## src/rtl/if_fetch_pkg.sv

```systemverilog
// rtl/if_fetch_pkg.sv - shared constants and state encoding for the fetch stage
package if_fetch_pkg;

  localparam int STALL_PC   = 0;
  localparam int STALL_IFID = 1;
  localparam int STALL_EX   = 2;

  localparam logic [31:0] RESET_PC_DEF = 32'h0000_0000;

  typedef enum logic {
    IDLE  = 1'b0,
    FETCH = 1'b1
  } fetch_state_e;

endpackage

```

## src/rtl/icache_dm.sv

```systemverilog
// rtl/icache_dm.sv - direct-mapped one-word-per-line instruction cache
module icache_dm #(
  parameter int IDX_W = 4
) (
  input  logic        clk,
  input  logic        rst_n,
  input  logic [31:2] lookup_addr,
  output logic        hit,
  output logic [31:0] rd_data,
  input  logic        wr_en,
  input  logic [31:2] wr_addr,
  input  logic [31:0] wr_data
);

  localparam int DEPTH = 1 << IDX_W;
  localparam int TAG_W = 30 - IDX_W;

  logic [DEPTH-1:0] valid_q;
  logic [TAG_W-1:0] tag_q  [DEPTH];
  logic [31:0]      data_q [DEPTH];
  logic [IDX_W-1:0] rd_idx;
  logic [IDX_W-1:0] wr_idx;

  assign rd_idx  = lookup_addr[IDX_W+1:2];
  assign wr_idx  = wr_addr[IDX_W+1:2];
  assign hit     = valid_q[rd_idx] && (tag_q[rd_idx] == lookup_addr[31:IDX_W+2]);
  assign rd_data = data_q[rd_idx];

  always_ff @(posedge clk or negedge rst_n) begin
    if (!rst_n) begin
      valid_q <= '0;
    end else if (wr_en) begin
      valid_q[wr_idx] <= 1'b1;
    end
  end

  // Tag/data need no reset: a line is only read once its valid bit is set.
  always_ff @(posedge clk) begin
    if (wr_en) begin
      tag_q[wr_idx]  <= wr_addr[31:IDX_W+2];
      data_q[wr_idx] <= wr_data;
    end
  end

endmodule

```

## src/rtl/if_fetch.sv

```systemverilog
// rtl/if_fetch.sv - instruction fetch stage: PC, icache lookup, byte-wide miss fill
module if_fetch
  import if_fetch_pkg::*;
#(
  parameter logic [31:0] RESET_PC = RESET_PC_DEF,
  parameter int          IDX_W    = 4
) (
  input  logic        clk_in,
  input  logic        rst_in,
  input  logic        rdy_in,
  input  logic [2:0]  stall_in,
  input  logic        br_taken,
  input  logic [31:0] br_target,
  input  logic        mem_ack,
  input  logic [7:0]  mem_din,
  output logic        mem_req,
  output logic [31:0] mem_addr,
  output logic [2:0]  stall_IF,
  output logic [31:0] if_pc,
  output logic [31:0] if_inst,
  output logic        if_valid
);

  fetch_state_e state_q, state_d;
  logic [31:0]  pc_q, pc_d;
  logic [1:0]   cnt_q, cnt_d;
  logic [23:0]  bytes_q, bytes_d;
  logic         mem_req_d;
  logic [31:0]  mem_addr_d;
  logic [31:0]  if_pc_d, if_inst_d;
  logic         if_valid_d;

  logic         hit;
  logic [31:0]  hit_data;
  logic         cache_we;
  logic [31:0]  fill_word;
  logic         word_done;
  logic [31:0]  word_data;

  logic         unused_ok;
  assign unused_ok = ^{br_target[1:0], stall_in[STALL_EX]};

  assign fill_word = {mem_din, bytes_q};
  assign stall_IF  = (state_q == FETCH) ? 3'b001 : 3'b000;

  icache_dm #(.IDX_W(IDX_W)) u_icache (
    .clk         (clk_in),
    .rst_n       (rst_in),
    .lookup_addr (pc_q[31:2]),
    .hit         (hit),
    .rd_data     (hit_data),
    .wr_en       (cache_we),
    .wr_addr     (pc_q[31:2]),
    .wr_data     (fill_word)
  );

  always_comb begin
    state_d    = state_q;
    pc_d       = pc_q;
    cnt_d      = cnt_q;
    bytes_d    = bytes_q;
    mem_req_d  = mem_req;
    mem_addr_d = mem_addr;
    if_pc_d    = if_pc;
    if_inst_d  = if_inst;
    if_valid_d = if_valid;
    cache_we   = 1'b0;
    word_done  = 1'b0;
    word_data  = hit_data;

    if (rdy_in) begin
      if (br_taken) begin
        // Redirect wins over everything; any partial fill is abandoned.
        pc_d       = {br_target[31:2], 2'b00};
        if_valid_d = 1'b0;
        state_d    = IDLE;
        cnt_d      = '0;
        mem_req_d  = 1'b0;
      end else begin
        unique case (state_q)
          IDLE: begin
            if (!stall_in[STALL_PC]) begin
              if (hit) begin
                word_done = 1'b1;
                word_data = hit_data;
                pc_d      = pc_q + 32'd4;
              end else begin
                state_d    = FETCH;
                cnt_d      = '0;
                mem_req_d  = 1'b1;
                mem_addr_d = pc_q;
              end
            end
          end
          FETCH: begin
            if (mem_ack) begin
              case (cnt_q)
                2'd0:    bytes_d[7:0]   = mem_din;
                2'd1:    bytes_d[15:8]  = mem_din;
                2'd2:    bytes_d[23:16] = mem_din;
                default: ;
              endcase
              cnt_d      = cnt_q + 2'd1;
              mem_addr_d = pc_q + {30'b0, cnt_q} + 32'd1;
              if (cnt_q == 2'd3) begin
                cache_we  = 1'b1;
                word_done = 1'b1;
                word_data = fill_word;
                pc_d      = pc_q + 32'd4;
                mem_req_d = 1'b0;
                state_d   = IDLE;
              end
            end
          end
          default: state_d = IDLE;
        endcase

        if (!stall_in[STALL_IFID]) begin
          if_valid_d = word_done;
          if (word_done) begin
            if_pc_d   = pc_q;
            if_inst_d = word_data;
          end
        end
      end
    end
  end

  always_ff @(posedge clk_in or negedge rst_in) begin
    if (!rst_in) begin
      state_q  <= IDLE;
      pc_q     <= RESET_PC;
      cnt_q    <= '0;
      bytes_q  <= '0;
      mem_req  <= 1'b0;
      mem_addr <= '0;
      if_pc    <= '0;
      if_inst  <= '0;
      if_valid <= 1'b0;
    end else begin
      state_q  <= state_d;
      pc_q     <= pc_d;
      cnt_q    <= cnt_d;
      bytes_q  <= bytes_d;
      mem_req  <= mem_req_d;
      mem_addr <= mem_addr_d;
      if_pc    <= if_pc_d;
      if_inst  <= if_inst_d;
      if_valid <= if_valid_d;
    end
  end

endmodule

```

## config.mk

```make
export PLATFORM = sky130hd
export DESIGN_NAME = if_fetch
export DESIGN_NICKNAME = d
export VERILOG_FILES = /design/src/rtl/if_fetch_pkg.sv /design/src/rtl/icache_dm.sv /design/src/rtl/if_fetch.sv
export SDC_FILE = /design/constraint.sdc
export NUM_CORES = 1
export LEC_CHECK = 0
export ABC_CLOCK_PERIOD_IN_PS = 21500
export CAP_MARGIN = 20
export CELL_PAD_IN_SITES_DETAIL_PLACEMENT = 1
export CELL_PAD_IN_SITES_GLOBAL_PLACEMENT = 1
export CORE_MARGIN = 4
export CORE_UTILIZATION = 58
export CTS_CLUSTER_SIZE = 14
export DETAILED_ROUTE_END_ITERATION = 10
export PLACE_DENSITY_LB_ADDON = 0.3
export REMOVE_ABC_BUFFERS = 1
export SLEW_MARGIN = 5
export SYNTH_ARGS = -nofsm -noshare
export SYNTH_HDL_FRONTEND = slang
export SYNTH_SLANG_ARGS = --single-unit
```

## constraint.sdc

```tcl
create_clock -name clk_in -period 21.5 [get_ports clk_in]
set_input_delay 4.3 -clock clk_in [delete_from_list [all_inputs] [get_ports clk_in]]
set_output_delay 4.3 -clock clk_in [all_outputs]
set_load 0.005 [all_outputs]
```

==> qor.yml <==
outcome:
  status: "finished, final reports clean"
worst_setup_path:
  path_common_cell: "buf_4"
  critPathBufInv: 4
  critPathTopFamily: "simple AND/OR/NAND/NOR gates"
  cp_max_fo: 45
  slowest_stage: "buf_4"
  endpoint_kind: "register"
  slowest_delay_ns: 0.85
  startpoint_type: "primary input"
  path_cells: "buf_2 > clkinv_1 > buf_4 > a21boi_1 > o21ai_2 > nor3_1 > nand2_1 > nor2_4 > buf_4"
  cp.arrival_ns: 8.39
  worst-setup-path-type: "in -> reg"
  worstPathRequired_ns: 21.79
synth:
  synth_top_family_by_area: "multiplexers"
  synthTopCellsByCount: "edfxtp_1, mux4_2, dfrtp_1, mux2_2, mux2i_1"
  avgSynthCellArea_um2: 19.2
  synth_area_leader_cell: "edfxtp_1"
  synth-simple-area-share_pct: 3.64
  syn_inst: 2360
  ys_types: 90
  synth_mux_area_share_pct: 18.4
  synth_warnings: 0
  ys.flop_type: "edfxtp_1"
  yosysMostFrequentCell: "edfxtp_1"
  syn_area_um2: 45400
  synth_xor_area_share_pct: 1.06
  synth-seq-cells: 1097
  synth_edf_count: 928
  seq_area_frac_synth_pct: 70.7
  synthAdderAreaFrac_pct: 0.276
  synth_compound_area_share_pct: 3.27
  synth_area_leaders: "edfxtp_1, mux4_2, dfrtp_1"
  async_flop_share_pct: 15.4
  synth.top_cell.area_share_pct: 61.4
global_routing:
  overflow: 0
  grt_pass1_vias: 26755
  antenna_found_initial: 2
  grt_pass1_wl_mm: 186
  track_usage_pct: 31.0
  grt_max_degree: 114
cts:
  clockBufferDepth: 3
  clkSlewWorstSetupHoldPaths_ns: 0.06
  htree_levels: 3
  ctsResizeCount: 0
  holdBufCountCts: 0
  cts-root-buf: "clkbuf_16"
  clkLatencyLatePin_ns: 0.68
  cts_tree: "done"
  cts_buffers: 107
  post_cts_buffers: 0
  cts_sinks: 1097
power:
  ir_worst_vdd_v: 0.0000801
  p_leak_nw: 17.4
  power_density_nw_per_um2: 127
floorplanning:
  initial_core_util_pct: 58.6
  fp.dieW_um: 288
  rows: 102
  ios: 149
  fp.dieH_um: 288
  die_area_um2: 82800
  core_um2: 77500
timing:
  tns_ns: 0
  max_freq_ghz: 0.124
  period_share_pct: 37.6
  rsz0062_at_grt: "no"
  slew_headroom_pct: 21.7
  drv_slew: 0
  hold_viol_final: 0
  fin_crit_ns: 8.09
  setup_viol: 0
  tightestPinTransition_ns: 1.17
  clock_skew_ns: 0.0285
  whs_ns: 0.472
place:
  dp_hpwl_mm: 69.7
  globalplace.congestion: 0.846
  io_buffers: 141
finish:
  fin_nets: 2587
  num_antenna_cells: 0
  synthToLayoutAreaGrowth_pct: 12.9
  fillers: 6403
  multi_input_area_um2: 12200
  layout-drive-gt1-share_pct: 25.8
  seqCellArea_um2: 32100
routing:
  routed_via_density: 6.83
  drc: 0
  routedWlPerCell_um: 34.8
  drt_iter0_markers: 3156
  drt_pass1_iterations: 6
  drtAntennaViolNets: 0
  vias: 25002
  drt-total-wl_mm: 127
run:
  timing.max_cap.violations: 0
min_path:
  hp-class: "reg -> reg"
[final timing paths]
kind	from	slack, ns	end	cells past startpoint
max	br_taken	13.41	u_icache.data_q[2][7]	9
min	u_icache.valid_q[8]	0.47	u_icache.valid_q[8]	1
max reg2reg	pc_q[3]	13.79	if_pc[29]	14
min reg2reg	u_icache.valid_q[8]	0.47	u_icache.valid_q[8]	1
max in group asynchronous	rst_in	16.34	pc_q[2]	2
min in group asynchronous	rst_in	3.63	bytes_q[2]	1
[metrics by stage]
stage / cells / utilization (%) / total power, W / worst slack, ns / cell area [µm²]
2_1_floorplan: 2217 / - / 0.00421 / 6.88 / 44300
3_3_place_gp: 3454 / 61.4 / 0.00451 / 12.72 / 47600
3_5_place_dp: 3457 / 61.5 / 0.00460 / 12.83 / 47700
4_1_cts: 3657 / 66.0 / 0.00649 / 13.43 / 51100
5_1_grt: 3660 / 66.1 / 0.00672 / 13.15 / 51200
6_report: 3660 / 66.1 / 0.00649 / 13.41 / 51200
[registers in the layout (all words and copies together), names as in the netlist]
register,cells
u_icache.valid_q,16
u_icache.tag_q,416
if_pc,30
cnt_q,2
if_valid,1
u_icache.data_q,512
if_inst,32
mem_addr,32
state_q,1
bytes_q,24
pc_q,30
mem_req,1
[layout make-up]
cell class	instances	area share (%)
clock inverter	34	0.735
clock buffer	166	6.08
sequential	1097	62.7
timing repair buffer	203	3.86
inverter	30	0.220
multi-input combinational	1090	23.9
tap	1040	2.54
[power by group]
group / leakage [nW] / total [W] / internal [W] / switching (W)
combinational: 5.13 / 0.00177 / 0.000820 / 0.000950
clock: 1.70 / 0.00188 / 0.00108 / 0.000805
sequential: 10.5 / 0.00284 / 0.00258 / 0.000256
total: 17.4 / 0.00649 / 0.00448 / 0.00201
[kinds of logic (layout without fill, tap and decap cells)]
group	Yosys count	count (layout)
AOI/OAI and AO/OA	205	205
other	1	4
DFF	1097	1097
xor gates and xnor gates	55	55
adders and majority gates	10	10
and+or+nand+nor	322	322
muxes	494	494
buffers and inverters	176	433
[layout by cell type, fill, tap and decap left out, drive strengths merged, types with 7 or more instances in the layout]
| cell type | n |
|---|---|
| edfxtp | 928 |
| mux4 | 231 |
| mux2 | 181 |
| dfrtp | 169 |
| clkbuf | 167 |
| clkdlybuf4s50 | 139 |
| mux2i | 82 |
| nand2 | 72 |
| buf | 63 |
| nor2 | 59 |
| xnor2 | 49 |
| nand3 | 38 |
| nor3 | 36 |
| a21oi | 31 |
| inv | 31 |
| a22oi | 28 |
| o21ai | 26 |
| clkinv | 24 |
| and3 | 22 |
| or2 | 21 |
| o22ai | 21 |
| o221ai | 13 |
| nor4 | 13 |
| o2bb2ai | 11 |
| nand4 | 10 |
| ha | 10 |
| or3 | 10 |
| nand2b | 8 |
| a221oi | 8 |
| a211o | 8 |
| a31oi | 7 |
| o211ai | 7 |
| bufinv | 7 |
[metal layers]
metal	global-route usage (%)	share of wire, %	wire [µm]
met1	42.8	38	48300
met2	51.7	50	64000
met3	5.22	8.5	10900
met4	9.60	3.3	4260
met5	0	0	0
Power figures use the tool's default switching activity.
